<file path="src/rtl/alu_add8s_pkg.sv">
// Shared definitions for the bit-serial 8085 add/subtract engine.
// State encodings and 8085 flag register bit positions.
package alu_add8s_pkg;

    typedef enum logic [1:0] {
        ST_IDLE  = 2'd0,
        ST_SHIFT = 2'd1,
        ST_DONE  = 2'd2
    } state_t;

    localparam int FLAG_S  = 7;
    localparam int FLAG_Z  = 6;
    localparam int FLAG_AC = 4;
    localparam int FLAG_P  = 2;
    localparam int FLAG_CY = 0;

    function automatic logic [7:0] pack_flags(
        input logic s,
        input logic z,
        input logic ac,
        input logic p,
        input logic cy
    );
        logic [7:0] f;
        f = '0;
        f[FLAG_S]  = s;
        f[FLAG_Z]  = z;
        f[FLAG_AC] = ac;
        f[FLAG_P]  = p;
        f[FLAG_CY] = cy;
        return f;
    endfunction

endpackage

</file>
<file path="src/rtl/add1b.sv">
// 1-bit full adder with propagate output.
module add1b (
    input  logic a,
    input  logic b,
    input  logic cin,
    output logic s,
    output logic cout,
    output logic p
);

    assign p    = a ^ b;
    assign s    = p ^ cin;
    assign cout = (a & b) | (p & cin);

endmodule

</file>
<file path="src/rtl/alu_add8s.sv">
// Bit-serial add/subtract engine: one bit per clock through a single add1b,
// reporting result plus 8085 CY/AC/Z/S/P flags with a done pulse.
module alu_add8s
    import alu_add8s_pkg::*;
#(
    parameter int WIDTH = 8
) (
    input  logic             iCLK,
    input  logic             iRSTn,
    input  logic             iStart,
    input  logic             iSub,
    input  logic             iCin,
    input  logic [WIDTH-1:0] iA,
    input  logic [WIDTH-1:0] iB,
    output logic             oBusy,
    output logic             oDone,
    output logic [WIDTH-1:0] oRes,
    output logic             oCY,
    output logic             oAC,
    output logic             oZ,
    output logic             oS,
    output logic             oP
);

    localparam int CW = $clog2(WIDTH);

    state_t           state;
    logic [WIDTH-1:0] a_q;
    logic [WIDTH-1:0] b_q;
    logic [WIDTH-1:0] r_q;
    logic [CW-1:0]    cnt;
    logic             c_q;
    logic             ac_q;
    logic             sub_q;
    logic             sum;
    logic             cout;
    logic             p_unused;

    add1b u_add (
        .a    (a_q[0]),
        .b    (b_q[0]),
        .cin  (c_q),
        .s    (sum),
        .cout (cout),
        .p    (p_unused)
    );

    assign oBusy = (state == ST_SHIFT) || (state == ST_DONE);

    always_ff @(posedge iCLK or negedge iRSTn) begin
        if (!iRSTn) begin
            state <= ST_IDLE;
            a_q   <= '0;
            b_q   <= '0;
            r_q   <= '0;
            cnt   <= '0;
            c_q   <= 1'b0;
            ac_q  <= 1'b0;
            sub_q <= 1'b0;
            oDone <= 1'b0;
            oRes  <= '0;
            oCY   <= 1'b0;
            oAC   <= 1'b0;
            oZ    <= 1'b0;
            oS    <= 1'b0;
            oP    <= 1'b0;
        end else begin
            oDone <= 1'b0;
            case (state)
                ST_IDLE: begin
                    if (iStart) begin
                        // Subtract runs as A + ~B + ~borrow.
                        a_q   <= iA;
                        b_q   <= iSub ? ~iB : iB;
                        c_q   <= iCin ^ iSub;
                        sub_q <= iSub;
                        cnt   <= '0;
                        state <= ST_SHIFT;
                    end
                end
                ST_SHIFT: begin
                    r_q <= {sum, r_q[WIDTH-1:1]};
                    a_q <= a_q >> 1;
                    b_q <= b_q >> 1;
                    c_q <= cout;
                    if (cnt == CW'(3))
                        ac_q <= cout;
                    cnt <= cnt + 1'b1;
                    if (cnt == CW'(WIDTH - 1))
                        state <= ST_DONE;
                end
                ST_DONE: begin
                    oRes  <= r_q;
                    oCY   <= c_q ^ sub_q;
                    oAC   <= ac_q;
                    oZ    <= ~|r_q;
                    oS    <= r_q[WIDTH-1];
                    oP    <= ~^r_q;
                    oDone <= 1'b1;
                    state <= ST_IDLE;
                end
                default: state <= ST_IDLE;
            endcase
        end
    end

endmodule

</file>
<file path="config.mk">
export PLATFORM = sky130hd
export DESIGN_NAME = alu_add8s
export DESIGN_NICKNAME = d
export VERILOG_FILES = /design/src/rtl/alu_add8s_pkg.sv /design/src/rtl/add1b.sv /design/src/rtl/alu_add8s.sv
export SDC_FILE = /design/constraint.sdc
export NUM_CORES = 1
export LEC_CHECK = 0
export CORE_MARGIN = 4
export CORE_UTILIZATION = 50
export DETAILED_ROUTE_END_ITERATION = 10
export PLACE_DENSITY = 0.76
export SLEW_MARGIN = 20
export SYNTH_ARGS = -nofsm -noshare
export SYNTH_HDL_FRONTEND = slang
export SYNTH_SLANG_ARGS = --single-unit
</file>
<file path="constraint.sdc">
create_clock -name iCLK -period 3.5 [get_ports iCLK]
set_input_delay 0.525 -clock iCLK [delete_from_list [all_inputs] [get_ports iCLK]]
set_output_delay 0.525 -clock iCLK [all_outputs]
set_load 0.05 [all_outputs]
</file>
==> reports/qor.txt, run 1 <==
Sequential share of the synthesized area - 0.521
Top FF cell, synth - dfrtp_1
Vias in the first global route - 1366
Top cells by area, synth - dfrtp_1, mux2i_1, mux2_2, ha_1, nand2_1
Critical-path maximum fanout - 4
Outcome - finished clean
Final worst path period share - 0.675
Global Route Usage Sum - 0.154
Fin area - 0.00262 mm²
Setup bufs post-CTS - 0
Switch share - 0.408
Clk_skew - 0.0116 ns
Synth Area in Simple Gates - 0.0747
Starting Density - 0.529
FP Rows - 23
Largest net degree at the start of global routing - 46
Nets - 258
Critical Path AT - 1.84 ns
Die height - 73.8 µm
Syn Std Cell Area - 0.00216 mm²
Drt wl/cell - 12.9 µm
WS Path Type - reg2out
Worst setup EP type - primary output
Initial DRT Pass Iterations - 4
Via count - 1375
Mapped Avg Cell Area - 11.3 µm²
Max frequency - 423 MHz
Compound-gate portion of the synthesized area - 0.0775
Adder-Cell Fraction of Synth Area - 0.0729
Startpoint Class - flip-flop
Buffer depth of the longest clock path - 2
Overflow after GRT - 0
Layout cells sized above 1 - 0.107
Area leader, netlist - dfrtp_1
CTS HTree Levels - 2
Final Critical Period - 2.36 ns
Worst Path Required - 2.97 ns
Clock share of power - 0.149
Worst slew margin - 0.419
Distinct cells, synth - 27
EDFF count, synth - 0
Gate Count Post-Synth - 191
Lkg Pwr - 0.00118 µW
DRC - 0
MaxCap Viol Count - 0
Commonest cells post-synth - dfrtp_1, nand2_1, o21ai_0
Yosys warning total - 0
CTS Buf Count - 5
Syn nets - 224
Worst r2r src - state[1]
First-pass GRT wire length - 6300 µm
Measured slew at the worst slew-check pin - 0.872 ns
XOR/XNOR Fraction of Synth Area - 0.0527
WL final - 3540 µm
Part of the power in registers - 0.353
Unrepaired setup endpoints after global routing - false
Hold_buf cts - 0
Largest family of logic cells by synthesized area - multiplexers
Die X - 73.8 µm
Routability congestion estimate - 0.734
Clock Latency Late Sink - 0.30 ns
DP Wirelength - 2500 µm
N_diodes - 0
Logic pwr share - 0.498
Routed Antenna Nets - 0
Total placed cells including tap cells - 268
Core area - 0.00409 mm²
TritonCTS clock tree - built
Fin. max-slew vios - 0
Initial antenna violation count - 0
Vias/cell - 5.00
R2r endpoint - b_q[7]
Placed cell areas - 0.00251 mm²
# IOs - 36
Initial DRC count - 48
Reg2reg path depth - 5
Setup violators final - 0
Pwr dens - 965 mW/mm²
Port Buffers - 35
FF-to-FF setup slack - 1.41 ns
Count leader, synth - dfrtp_1
Clock root buffer - clkbuf_8
Die footprint - 0.00544 mm²
Hold crit path type - in2async
Post-synth top area share - 0.521
Layout Utilization - 0.641
Int Power - 1500 µW
Peak supply drop - 0.000553 V
Synth async-reset ratio - 1.00
Final-report hold violation count - 0
Clk sink count - 45
Post-synthesis mux area share - 0.148
Area Growth Syn to Fin - 21.2%
Post-Layout Cell Count - 275
Sw power - 1030 µW
Cells resized by post-CTS repair - 0
Seq cells post-synth - 45
TNS Setup - 0 ns
Worst-path clk slew - 0.08 ns
-- cells in the final DEF, fill, tap and decap left out --
| master | instances |
|---|---|
| mux2_2 | 13 |
| nor2_1 | 2 |
| dfrtp_1 | 45 |
| xor2_1 | 8 |
| inv_1 | 12 |
| nand2_1 | 30 |
| or2b_1 | 1 |
| mux2i_2 | 1 |
| clkdlybuf4s50_1 | 34 |
| clkbuf_8 | 5 |
| and2b_1 | 2 |
| a31oi_1 | 1 |
| fa_1 | 1 |
| xnor2_1 | 5 |
| bufinv_16 | 1 |
| a21oi_1 | 1 |
| ha_1 | 11 |
| mux2i_1 | 16 |
| o22a_1 | 1 |
| o31ai_1 | 1 |
| nor2b_1 | 2 |
| buf_4 | 3 |
| o21ai_1 | 5 |
| nand4_1 | 1 |
| clkinv_2 | 1 |
| o21ai_0 | 21 |
| a32o_1 | 1 |
-- stage by stage --
stage	setup slack [ns]	hold slack [ns]	power (µW)
final	1.14	0.216	2530
after global routing	1.04	0.246	2740
after detailed placement	1.40	0.475	2180
after floorplan	1.97	0.229	1880
after CTS	1.11	0.411	2560
after global placement	1.46	0.464	2140
-- power by group through the flow --
stage / logic, µW / clock network, µW / registers, µW
2_1_floorplan: 795 / 0 / 1090
3_3_place_gp: 1240 / 0 / 899
3_5_place_dp: 1270 / 0 / 908
4_1_cts: 1280 / 389 / 897
5_1_grt: 1400 / 411 / 929
6_report: 1260 / 376 / 894
-- sequential cells by signal, summed over array words and instances, names as in the netlist --
signal / flops
cnt: 3
ac_q: 1
a_q: 8
oP: 1
sub_q: 1
r_q: 8
state: 2
c_q: 1
b_q: 8
oCY: 1
oZ: 1
oDone: 1
oRes: 8
oAC: 1
-- layer usage --
metal  global-route usage  part of all wire  up-vias
met1                0.201              0.48      647
met2                0.234              0.46       21
met3               0.0520             0.043        6
li1                     -                 -      701
met4               0.0604             0.020        0
met5                    0                 0        -
-- cell families (layout without fill, tap and decap cells) --
family,Yosys count,in the layout
AND/OR/NAND/NOR,38,38
AO/OA/AOI/OAI,31,31
flip-flops,45,45
multiplexers,30,30
XOR/XNOR,13,13
buffers and inverters,22,56
adder cells (fa/ha/maj),12,12
-- critical path, stage by stage, from the launching register on --
cell	delay, ns
dfrtp_1	0.39
inv_1	0.08
ha_1	0.28
clkdlybuf4s50_1	0.79
-- worst max path at each step --
stage | from | end | slack (ns) | depth (start not counted)
after global routing | state[0] | oBusy | 1.04 | 3
after CTS | state[0] | oBusy | 1.11 | 3
final | state[0] | oBusy | 1.14 | 3
after floorplan | state[0] | a_q[1] | 1.97 | 5
after global placement | state[0] | oBusy | 1.46 | 3
after detailed placement | state[1] | b_q[7] | 1.40 | 5
-- cell type report --
class                   instances  area (µm²)
clock buffers                   5        68.8
clock inverters                 2        35.0
fillers                       327        1470
inverters                      12        45.0
multi-input cells             124         921
flip-flops and latches         45        1130
well taps                      50        62.6
repair buffers                 37         363
Note: power is estimated with default switching activity, not from simulation.
==> inputs of run 2 (changes only) <==
Settings changed: CORE_UTILIZATION 50 to 47, PLACE_DENSITY 0.76 to 0.75.
Clock period 3.5 ns to 2.09 ns, I/O delays scaled along.
==> run 2 against run 1 <==
  * Count of clock-buffer cells in the layout increased by 2
  * Die area rose by 5.7%
  * Routed wire length is 3.2% higher
  * Via count down 1.5%
  * Global-route usage fell by 1.1 points
  * Non-clock buffer count is 5 higher
  * Hold slack lost 0.15 ns
  * Sequential power increased by 68%
  * Highest routed layer unchanged
==> reports/qor.txt, run 2 (synthesis gave the netlist of run 1 again) <==
Initial antenna violation count - 0
Drt wl/cell - 12.9 µm
Routability congestion estimate - 0.789
Via count - 1355
TNS Setup - 0 ns
Vias in the first global route - 1385
Hold_buf cts - 0
Post-Layout Cell Count - 282
CP max-delay cell - clkdlybuf4s50_1
Most common cell after layout, fill and taps aside - dfrtp_1
Clock root buffer - clkbuf_8
Startpoint Class - flip-flop
Largest net degree at the start of global routing - 36
CTS Buf Count - 5
Measured slew at the worst slew-check pin - 0.696 ns
Routed Antenna Nets - 0
Hold crit path type - in2async
Area Growth Syn to Fin - 22.0%
Overflow after GRT - 0
Max frequency - 565 MHz
Global Route Usage Sum - 0.143
Die height - 75.8 µm
Worst Path Required - 1.78 ns
Port Buffers - 35
Initial DRC count - 49
DP Wirelength - 2720 µm
WS Path Type - reg2out
Setup bufs post-CTS - 0
Final Critical Period - 1.77 ns
Total placed cells including tap cells - 275
TritonCTS clock tree - built
FF-to-FF setup slack - 0.43 ns
Nets - 263
FP Rows - 24
Worst setup EP type - primary output
Worst Path Buf+Inv - 1
Worst slew margin - 0.536
Pwr dens - 1580 mW/mm²
# IOs - 36
# fillers - 369
Final-report hold violation count - 0
Worst path top cell family by delay - buffers and inverters
Critical-path maximum fanout - 2
Fin. max-slew vios - 0
WL final - 3650 µm
N_diodes - 0
Final worst path period share - 0.846
Delay of the slowest critical-path stage - 0.80 ns
Cells resized by post-CTS repair - 0
Most frequent cells in the layout - dfrtp_1, clkdlybuf4s50_1, nand2_1
Clk sink count - 45
Vias/cell - 4.80
MaxCap Viol Count - 0
Multi-input gate area - 921 µm²
Die X - 75.8 µm
Core area - 0.00441 mm²
Worst-path clk slew - 0.08 ns
Clock Latency Late Sink - 0.28 ns
Outcome - finished clean
Starting Density - 0.490
Unrepaired setup endpoints after global routing - false
Die footprint - 0.00575 mm²
DRC - 0
Initial DRT Pass Iterations - 4
Critical Path AT - 1.45 ns
Buffer depth of the longest clock path - 2
CTS HTree Levels - 2
Layout cells sized above 1 - 0.126
CP Cell Sequence - clkdlybuf4s50_1
Lkg Pwr - 0.00120 µW
Peak supply drop - 0.000890 V
Setup violators final - 0
First-pass GRT wire length - 6230 µm
Register area - 0.00113 mm²
Clk_skew - 0.00412 ns
## run 2: layout make-up
cell class / instances / area share
timing repair buffer: 42 / 0.150
sequential: 45 / 0.427
inverter: 12 / 0.0171
tap: 52 / 0.0247
clock buffer: 7 / 0.0327
multi-input combinational: 124 / 0.349
## run 2: routing by layer
metal | vias up | global-route usage | share of wire
li1 | 707 | - | -
met4 | 0 | 0.0524 | 0.014
met1 | 620 | 0.191 | 0.47
met5 | - | 0 | 0
met2 | 23 | 0.230 | 0.48
met3 | 5 | 0.0277 | 0.038
## run 2: metrics by stage
step                      area (µm²)  worst slack, ns  utilization  power, µW  hold slack, ns
final                           2640            0.322        0.598       4160          0.0681
after global routing            2640            0.279        0.598       4500           0.127
after CTS                       2640            0.308        0.598       4220          0.0880
after detailed placement        2550            0.420        0.578       3680           0.401
after global placement          2550            0.463        0.578       3630           0.401
after floorplan                 2160            0.558            -       3150          0.0179
## run 2: report_power, final
group | switching [µW] | total, µW | internal (µW)
Combinational | 1220 | 2140 | 914
Clock | 259 | 521 | 262
Sequential | 238 | 1500 | 1260
## run 2: path summary, 6_finish.rpt
check                          from       to  cells after the start
max in group asynchronous     iRSTn  oRes[4]                      2
setup reg to reg           state[0]   a_q[1]                      5
setup / recovery                oAC      oAC                      1
hold / removal                iRSTn  oRes[5]                      1
min in group iCLK            b_q[1]   b_q[1]                      2
hold reg to reg              b_q[1]   b_q[1]                      2
